$ cat config.mk
export PLATFORM = sky130hd
export DESIGN_NAME = id_ex_stage
export DESIGN_NICKNAME = d
export VERILOG_FILES = /design/src/rtl/id_ex_stage.sv
export SDC_FILE = /design/constraint.sdc
export NUM_CORES = 1
export LEC_CHECK = 0
export CAP_MARGIN = 20
export CORE_MARGIN = 1
export CORE_UTILIZATION = 36
export DETAILED_ROUTE_END_ITERATION = 8
export HOLD_SLACK_MARGIN = 0.1
export PLACE_DENSITY = 0.77
export SYNTH_ARGS = -nofsm -noshare
export SYNTH_HDL_FRONTEND = slang
export SYNTH_SLANG_ARGS = --single-unit
$ cat constraint.sdc
create_clock -name clk -period 2.05 [get_ports clk]
set_clock_uncertainty 0.2 [all_clocks]
set_input_delay 0.205 -clock clk [delete_from_list [all_inputs] [get_ports clk]]
set_output_delay 0.205 -clock clk [all_outputs]
set_load 0.005 [all_outputs]
$ cat src/rtl/id_ex_stage.sv
// id_ex_stage: ID/EX pipeline register with load-use hazard detection and bubble counting.
module id_ex_stage #(
  parameter int DW = 32,
  parameter int RW = 5,
  parameter int CW = 16
) (
  input  logic          clk,
  input  logic          rst_n,
  input  logic          IFID_valid,
  input  logic [DW-1:0] IFID_pcplus4,
  input  logic [DW-1:0] ID_readdata1,
  input  logic [DW-1:0] ID_readdata2,
  input  logic [DW-1:0] ID_signext,
  input  logic [RW-1:0] IFID_rs,
  input  logic [RW-1:0] IFID_rt,
  input  logic [RW-1:0] IFID_rd,
  input  logic [8:0]    ID_ctrl,
  input  logic          flush,
  input  logic          ex_hold,
  output logic          IDEX_valid_out,
  output logic [DW-1:0] IDEX_pcplus4_out,
  output logic [DW-1:0] IDEX_readdata1_out,
  output logic [DW-1:0] IDEX_readdata2_out,
  output logic [DW-1:0] IDEX_signext_out,
  output logic [RW-1:0] IDEX_rs_out,
  output logic [RW-1:0] IDEX_rt_out,
  output logic [RW-1:0] IDEX_rd_out,
  output logic [8:0]    IDEX_ctrl_out,
  output logic          hazard_stall,
  output logic [CW-1:0] bubble_count
);
  localparam int MEMREAD = 6;
  logic take;
  // rs and rt are both compared even for I-type consumers; a spurious stall is harmless
  assign hazard_stall = IDEX_valid_out & IDEX_ctrl_out[MEMREAD] & IFID_valid & (|IDEX_rt_out) &
                        ((IDEX_rt_out == IFID_rs) | (IDEX_rt_out == IFID_rt));
  assign take = IFID_valid & ~flush & ~hazard_stall;
  always_ff @(posedge clk or negedge rst_n)
    if (!rst_n) begin
      IDEX_valid_out     <= 1'b0;
      IDEX_pcplus4_out   <= '0;
      IDEX_readdata1_out <= '0;
      IDEX_readdata2_out <= '0;
      IDEX_signext_out   <= '0;
      IDEX_rs_out        <= '0;
      IDEX_rt_out        <= '0;
      IDEX_rd_out        <= '0;
      IDEX_ctrl_out      <= '0;
      bubble_count       <= '0;
    end else if (!ex_hold) begin
      IDEX_valid_out     <= take;
      IDEX_ctrl_out      <= take ? ID_ctrl : 9'd0;
      IDEX_pcplus4_out   <= IFID_pcplus4;
      IDEX_readdata1_out <= ID_readdata1;
      IDEX_readdata2_out <= ID_readdata2;
      IDEX_signext_out   <= ID_signext;
      IDEX_rs_out        <= IFID_rs;
      IDEX_rt_out        <= IFID_rt;
      IDEX_rd_out        <= IFID_rd;
      if (!flush && hazard_stall && !(&bubble_count)) bubble_count <= bubble_count + 1'b1;
    end
endmodule

# Word-level counts from Yosys, hierarchy flattened
# Index checks and enable logic that the tools add are counted.
# word_totals
inputBits	157
out_inout_bits	170
wordCells	31
reg_bits	169
# classes
n_eq_ne	2
n_bitwise	10
addsub	1
muxes	1
n_reduce_logical	7
# ops
cell	n
$add 16x1->16 const B	1
$reduce_and 16->1	1
$eq 5x5->1	2
$mux 9	1
$and 1x1->1	6
$reduce_or 5->1	1
$not 1->1	3
$logic_and 1x1->1	2
$logic_not 1->1	2
$reduce_and 2->1	1
$or 1x1->1	1

# Depth between registers and ports, before layout
# Gate-level depths: netlist of the first run.
# logic_depth
ltp_word	7
depth_mapped	7
depth_no_buf	6

# Worst setup path after synthesis of the first run
# No wires, ideal clock.
# synth_path
path_type	register to register
start	register bubble_count[14]
end	register bubble_count[3]
synth_period_minus_slack_ps	1977
path_stages_with_launch	8
required_ps	1724
t_arrival_ps	1651
slack_ps	73
setup_ps	126
n_path_buf	1
cell_sequence	dfrtp_1 and3_1 and2_1 a311o_1 nor3_2 buf_6 nand4_1 xnor2_1
# synth_via
elab_chain_cells	4
# synth_lines
element	line	source
from (decl)	30	output logic [CW-1:0] bubble_count
from (signal assigned)	60	if (!flush && hazard_stall && !(&bubble_count)) bubble_count <= bubble_count + 1'b1;
$reduce_and 16->1	60	
$logic_not 1->1	60	
$logic_and 1x1->1	60	
$reduce_and 2->1 (no line)	-	
# Every way passes these cells.
# A chain may end at the register's enable or synchronous reset.

# Worst setup path in the final report of the first run
# layout_path
start	register IDEX_rt_out[0]
end	register bubble_count[1]
# layout_via
elab_chain_cells	6
word_cells_on_any_way	9
cone_classes	eq/ne: 2; bitwise: 3; reduce/logical: 4
# layout_lines
element	line	source
from (decl)	26	output logic [RW-1:0] IDEX_rt_out,
from (signal assigned)	58	IDEX_rt_out <= IFID_rt;
$eq 5x5->1 or $reduce_or 5->1 (tied branches)	36, 35	
$or 1x1->1 or $and 1x1->1 (tied branches)	36, 35	
$and 1x1->1 *	35	assign hazard_stall = IDEX_valid_out & IDEX_ctrl_out[MEMREAD] & IFID_valid & (|IDEX_rt_out) &
$logic_and 1x1->1 * (2 in series)	60	
$reduce_and 2->1 (no line) *	-	
# Mark *: on every way between the ends. The rest lies on a longest branch, timed or not.

==> results by group, run 1 <==
Layout
  • Most frequent cells in the layout: 323 x clkdlybuf4s50_1, 168 x dfrtp_1, 143 x mux2_2
  • Number of diodes: 0
  • Most common cell after layout, fill and taps aside: clkdlybuf4s50_1
  • Area grow syn2layout: 69.04%
  • Nets@finish: 938
  • End-of-flow core utilization: 62.99%
  • Share of cells above drive strength 1: roughly 29%

Setup path
  • Reg-to-Reg End: bubble_count[1]
  • CP bufs+invs: 2
  • Crit path cell chain: xor2_1 -> nor3_2 -> a22oi_2 -> buf_4 -> nor3_4 -> buf_6 -> mux2_4
  • Critical Path Source Type: flop
  • Critical path type: flop to flop
  • CP endpoint kind: flop
  • Critical Path Start: IDEX_rt_out[0]
  • Slowest cell on crit path: dfrtp_1
  • Crit Path Max Fanout: 4
  • Max incr delay on CP: between 0.4 and 0.5 ns
  • Critical Path RT: about 2.1 ns
  • FF-to-FF path depth: 7
  • R2R setup slack: -0.02 ns
  • Arr. time, crit path: between 2 and 2.5 ns
  • Reg2reg start: IDEX_rt_out[0]
  • Crit path max-delay family: flip-flops

Timing
  • Final period utilization: 100.8%
  • Worst slew margin: 63.37%
  • Final Hold Vio Count: 0
  • Fmax: 483.8 MHz
  • Final Max Tran Viols: 0
  • # setup viols final: 4
  • Fin crit period: a little over 2 ns
  • Final worst slack: -0.01705 ns
  • Worst-margin pin slew: 0.5453 ns
  • RSZ-0062 raised after global routing: true

Pwr
  • Total power: slightly below 9 mW
  • Pleak: between 4 and 5 nW
  • PD cells: 787.3 nW/um2
  • Max rail drop VDD: between 0.5 and 0.6 mV

Logic synthesis
  • Synth Instances: just over 400
  • Mapped Area: 6535 um2
  • #FFs+latches synth: between 150 and 200
  • Synth top area share: 64.71%
  • Largest family of logic cells by synthesized area: multiplexers
  • Synth unique cells: 26
  • Sequential share of the synthesized area: 64.71%
  • Post-synthesis simple-gate area fraction: 4.021%
  • XOR/XNOR Fraction of Synth Area: 3.351%
  • Syn nets: 573
  • Yosys top cell by area: dfrtp_1
  • Top cells by area, synth: dfrtp_1 65%, mux2_2 25%, xnor2_1 1.9%
  • Multiplexer share of the synthesized area: approximately 25%
  • Synth Warn #: 0
  • Compound-Gate Fraction of Synth Area: 1.589%
  • Post-Synth Adder-Cell Area: 0.1915%
  • Post-Syn Area per Cell: 15.75 um2

CTS
  • Total CTS buffers: 17
  • Clock Path Buffers: 2
  • Worst-path clk slew: about 0.07 ns
  • Hold buffers post-CTS: 2
  • CTS HTree Levels: 4
  • CTS sink count: 169
  • CTS tree: built
  • Clock root buffer: clkbuf_16
  • Clock latency on the worst-skew pair: 0.42 ns

Detailed routing
  • ANT nets after route: 0
  • Routed vias/inst: 4.652
  • DR vias: 4736
  • WL per Instance: 17.55 um
  • Routed wire length: 17.87 mm
  • Initial drt markers: 185
  • DRC viols: 0
  • DR pass1 iterations: 4

Global routing
  • Total GRT Usage: between 10% and 20%
  • Busiest layer in global routing: met2
  • Number of global-route vias before repair: around 5200
  • First-pass GRT wire length: 27.39 mm
  • Met3 GRT Util: 6.778%
  • Met1 usage: 21.50%
  • M2 GR Usage: 33.81%
  • Initial antenna violation count: 1
  • Remaining global-route overflow: 0
  • Largest net degree at the start of global routing: 93

Min path
  • Type of the most critical hold path: input pin to async pin

Floorplan
  • Core region area: 17540 um2
  • Initial Util: a little under two fifths
  • Area of the die: 18700 um2
  • Die H: 136.7 um
  • Overall die width: 136.7 um
  • # IOs: 327
  • Num rows: 48

Run status
  • Violated checks: negative setup slack
  • Outcome: complete, but fails checks

Placement
  • GPL Wtd Cong: 0.8086
  • Count of input and output buffers: 326
  • HPWL Detailed: 13.41 mm

Run
  • Max-Cap Viols: 0
==> final cells by class <==
class | count | area, um2
clock buffers | 17 | 425.4
clock inverters | 15 | 198.9
fillers | 1318 | 6490
inverters | 1 | 3.754
multi-input cells | 227 | 2262
flip-flops and latches | 169 | 4230
well taps | 225 | 281.5
repair buffers | 364 | 3645
==> per-stage QoR <==
step | setup WS, ns | area, um2 | setup TNS (ns) | hold slack, ns | instances
floorplan | 0.07286 | 6535 | 0 | -0.2906 | 415
CTS | -0.03090 | 11040 | -0.04941 | 0.05571 | 1018
global route | -0.09045 | 11050 | -0.6887 | 0.08002 | 1018
finish | -0.01705 | 11050 | -0.04394 | 0.05899 | 1018
global placement | -0.3121 | 10310 | -4.511 | -0.01716 | 980
detailed placement | -0.3097 | 10310 | -5.214 | -0.01307 | 980
==> metal layers <==
layer / vias up / wire length [um] / part of all wire, %
li1: 2197 / - / -
met1: 2304 / 6812 / 38
met2: 204 / 8978 / 50
met3: 29 / 1655 / 9.3
met4: 2 / 407 / 2.3
met5: - / 12 / 0.067
==> state kept, by name (all words and copies together) (netlist names) <==
signal and flops:
IDEX_rs_out 5, IDEX_valid_out 1, IDEX_ctrl_out 9, IDEX_rd_out 5, IDEX_readdata1_out 32, IDEX_readdata2_out 32
IDEX_signext_out 32, IDEX_pcplus4_out 32, IDEX_rt_out 5, bubble_count 16
==> power by group <==
| group | total (mW) | switching, mW | internal (mW) | leakage, nW |
|---|---|---|---|---|
| logic | 1.53 | 0.463 | 1.07 | 2.29 |
| registers | 3.80 | 0.168 | 3.63 | 2.03 |
| clock network | 3.37 | 1.32 | 2.05 | 0.304 |
==> worst max path at each step <==
stage | end | cells past startpoint
after CTS | bubble_count[15] | 8
after global placement | hazard_stall | 6
after global routing | bubble_count[10] | 8
after detailed placement | hazard_stall | 6
final | bubble_count[1] | 7
after floorplan | bubble_count[3] | 7
==> synth_stat cells <==
cell and instances:
a21o_1 1, a22o_1 9, a22oi_1 1, a311o_1 1, and2_1 2, and3_1 3
and4_1 1, buf_2 6, buf_6 1, clkbuf_1 11, dfrtp_1 169, ha_1 1
inv_1 1, mux2_2 144, nand2_1 8, nand3_1 5, nand4_1 9, nand4_2 1
nand4b_1 1, nor2_1 7, nor2_2 2, nor3_1 4, nor3_2 1, nor4_4 1
xnor2_1 14, xor2_1 11
==> kinds of logic (layout without fill, tap and decap cells) <==
| family | after synthesis | after routing |
|---|---|---|
| flip-flops | 169 | 169 |
| multiplexers | 144 | 144 |
| AND/OR/NAND/NOR | 45 | 45 |
| XOR/XNOR | 25 | 25 |
| buffers and inverters | 19 | 397 |
| AO/OA/AOI/OAI | 12 | 12 |
| adder cells (fa/ha/maj) | 1 | 1 |
==> what timing repair did <==
| item | in CTS | in global routing |
|---|---|---|
| endpoints found under the hold margin | 169 | 32 |
| pin swaps | 11 | 11 |
| setup buffers | 5 | 0 |
| endpoints found under the setup margin | 12 | 11 |
| resized for setup | 16 | 2 |
(Power assumes the default switching activity.)
==> inputs of run 2 (changes only) <==
CORE_UTILIZATION = 37   (was 36)
CTS_BUF_LIST = sky130_fd_sc_hd__clkbuf_4 sky130_fd_sc_hd__clkbuf_8   (was not set)
PLACE_DENSITY = 0.78   (was 0.77)
==> run 2 against run 1 <==
Effect of this change:
- final cell count is 0.49% higher
- worst hold slack better by 0.062 ns
- core utilization is 0.38 points lower
- sequential power hardly changed
- the flow still finishes with violations (negative setup slack)
- clock power is 30% lower
- final area is 2.0% lower
- combinational power hardly changed
==> results by group, run 2 (synthesized netlist as in run 1, its figures left out) <==
Timing
  • Final Hold Vio Count: 0 (unchanged)
  • Final period utilization: 101.2% (+0.38 points)
  • Final worst slack: -0.02492 ns (-0.007865 ns)
  • Worst-margin pin slew: 0.6206 ns (+0.07537 ns)
  • Worst hold slack: 0.1214 ns (+0.06237 ns)
  • Fmax: 481.9 MHz (-0.38%)
  • # setup viols final: 7 (+3)
  • Worst slew margin: 58.62% (-4.7 points)
  • Fin crit period: 2.075 ns (+0.007865 ns)
  • Setup TNS: -0.09754 ns (-0.05360 ns)
  • Final Max Tran Viols: 0 (unchanged)
  • RSZ-0062 raised after global routing: true

Layout
  • Finished Layout Cells: 1023 (+0.49%)
  • Most common cell after layout, fill and taps aside: clkdlybuf4s50_1
  • Most frequent cells in the layout: 323 x clkdlybuf4s50_1, 167 x dfrtp_1, 143 x mux2_2
  • Nets@finish: 943 (+0.53%)
  • Area grow syn2layout: 65.73%
  • Share of cells above drive strength 1: 29.02% (+0.39 points)

Placement
  • # placed instances: 982 (+0.20%)
  • GPL Wtd Cong: 0.8294 (+2.6%)
  • Pre-CTS setup slack: -0.4180 ns (-0.1084 ns)
  • Count of input and output buffers: 326 (unchanged)
  • HPWL Detailed: 13.44 mm (+0.25%)

Floorplan
  • Overall die width: 134.9 um (-1.3%)
  • # IOs: 327 (unchanged)
  • Initial Util: 37.78% (+0.52 points)
  • Area of the die: 18200 um2 (-2.7%)
  • Num rows: 48 (unchanged)
  • Die H: 134.9 um (-1.3%)
  • Core region area: 17300 um2 (-1.4%)

CTS
  • Clock Path Buffers: 2 (unchanged)
  • Clock root buffer: clkbuf_8
  • CTS HTree Levels: 4 (unchanged)
  • CTS tree: built
  • CTS sink count: 169 (unchanged)
  • Total CTS buffers: 17 (unchanged)
  • Clock latency on the worst-skew pair: 0.43 ns (about the same)
  • Worst-path clk slew: 0.09 ns (+0.02 ns)

Setup path
  • Arr. time, crit path: 2.19 ns (+0.03 ns)
  • Critical Path Source Type: flop
  • Crit path cell chain: xor2_2 -> nor3_2 -> a22oi_2 -> buf_4 -> nor3_4 -> buf_4 -> nand4_1 -> xnor2_1
  • Max incr delay on CP: 0.46 ns (+0.03 ns)
  • CP bufs+invs: 2 (unchanged)
  • Critical path type: flop to flop
  • Most frequent cell on the critical path: buf_4
  • CP endpoint kind: flop
  • Slowest cell on crit path: dfrtp_2
  • Critical Path RT: 2.17 ns (+0.03 ns)
  • R2R setup slack: -0.02 ns (about the same)
  • Crit Path Max Fanout: 5 (+1)
  • Crit path max-delay family: simple AND/OR/NAND/NOR gates

Detailed routing
  • Met2 WL: 9.249 mm (+3.0%)
  • ANT nets after route: 0 (unchanged)
  • Routed wire length: 17.79 mm (-0.44%)
  • Routed vias/inst: 4.730 (+1.7%)
  • Initial drt markers: 117 (-37%)
  • Top Metal Used: met4
  • DRC viols: 0 (unchanged)
  • DR vias: 4839 (+2.2%)
  • WL per Instance: 17.39 um (-0.92%)
  • Met3 Wirelength: 1.534 mm (-7.3%)
  • DR pass1 iterations: 4 (unchanged)
  • Wire length on met1: 6.566 mm (-3.6%)

Pwr
  • Total power: 7.681 mW (-12%)
  • PD cells: 709.2 nW/um2 (-9.9%)
  • Max rail drop VDD: 0.3347 mV (-36%)
  • Pleak: 4.523 nW (-2.2%)

Global routing
  • Total GRT Usage: 19.66% (+0.18 points)
  • Remaining global-route overflow: 0 (unchanged)
  • First-pass GRT wire length: 27.21 mm (-0.66%)
  • Number of global-route vias before repair: 5177 (-0.096%)
  • Initial antenna violation count: 2 (+1)
  • Largest net degree at the start of global routing: 110 (+18%)

Run status
  • Outcome: complete, but fails checks
  • Violated checks: negative setup slack

Run
  • Max-Cap Viols: 0 (unchanged)

Min path
  • Type of the most critical hold path: input pin to async pin
==> run 2: changes by cell type in the layout (fill, tap and decap cells not counted), moves of 2 or more <==
cell	previous run	this run
clkbuf_16	17	0
clkbuf_8	0	20
diode_2	0	2
buf_6	7	5
nor2_4	0	2
buf_12	6	3
bufinv_16	4	2
clkinv_2	4	0
inv_6	3	1
buf_4	25	33
==> run 2: final timing paths <==
kind,from,to,cells past startpoint
min in group clk,ID_ctrl[7],IDEX_ctrl_out[7],2
max in group asynchronous,rst_n,IDEX_pcplus4_out[13],3
min,rst_n,IDEX_pcplus4_out[24],2
max,IDEX_rt_out[1],bubble_count[11],8
max reg2reg,IDEX_rt_out[1],bubble_count[11],8
min reg2reg,IDEX_pcplus4_out[11],IDEX_pcplus4_out[11],1
==> run 2: final cells by class <==
type	instances	area, um2
antenna	2	5.005
clock buffer	21	282.8
clock inverter	9	117.6
fill	1283	6466
inverter	1	3.754
multi-input combinational	228	2281
sequential	169	4232
tap	225	281.5
timing repair buffer	368	3627
==> run 2: what timing repair did <==
action                                  in CTS  in global routing
endpoints found under the hold margin      180                  0
setup buffers                                3                  2
hold buffers                                 2                  0
endpoints found under the setup margin      22                 22
pin swaps                                   15                  3
resized for setup                           15                  5
cloned                                       1                  1
==> run 2: power by group <==
group	switching [mW]	leakage, nW	internal, mW	total [mW]
Clock	1.17	0.194	1.19	2.36
Combinational	0.462	2.30	1.07	1.53
Sequential	0.165	2.03	3.63	3.79
Total	1.80	4.52	5.88	7.68
==> run 2: metrics by stage <==
stage          cell area (um2)  utilization, %
6_report                 10830           62.62
2_1_floorplan             6535               -
3_5_place_dp             10290           59.51
5_1_grt                  10830           62.62
4_1_cts                  10780           62.33
3_3_place_gp             10290           59.51
==> run 2: routing by layer <==
layer / global-route usage [%] / vias up
met3: 7.132 / 33
met1: 20.99 / 2379
met4: 7.928 / 0
met2: 35.08 / 217
li1: - / 2210
met5: 0 / -
==> inputs of run 3 (changes only) <==
GPL_ROUTABILITY_DRIVEN = 0   (was not set)
SLEW_MARGIN = 0   (was not set)
==> results of run 3 <==
Same layout as run 2: the final DEF is identical, and so are final timing and power.
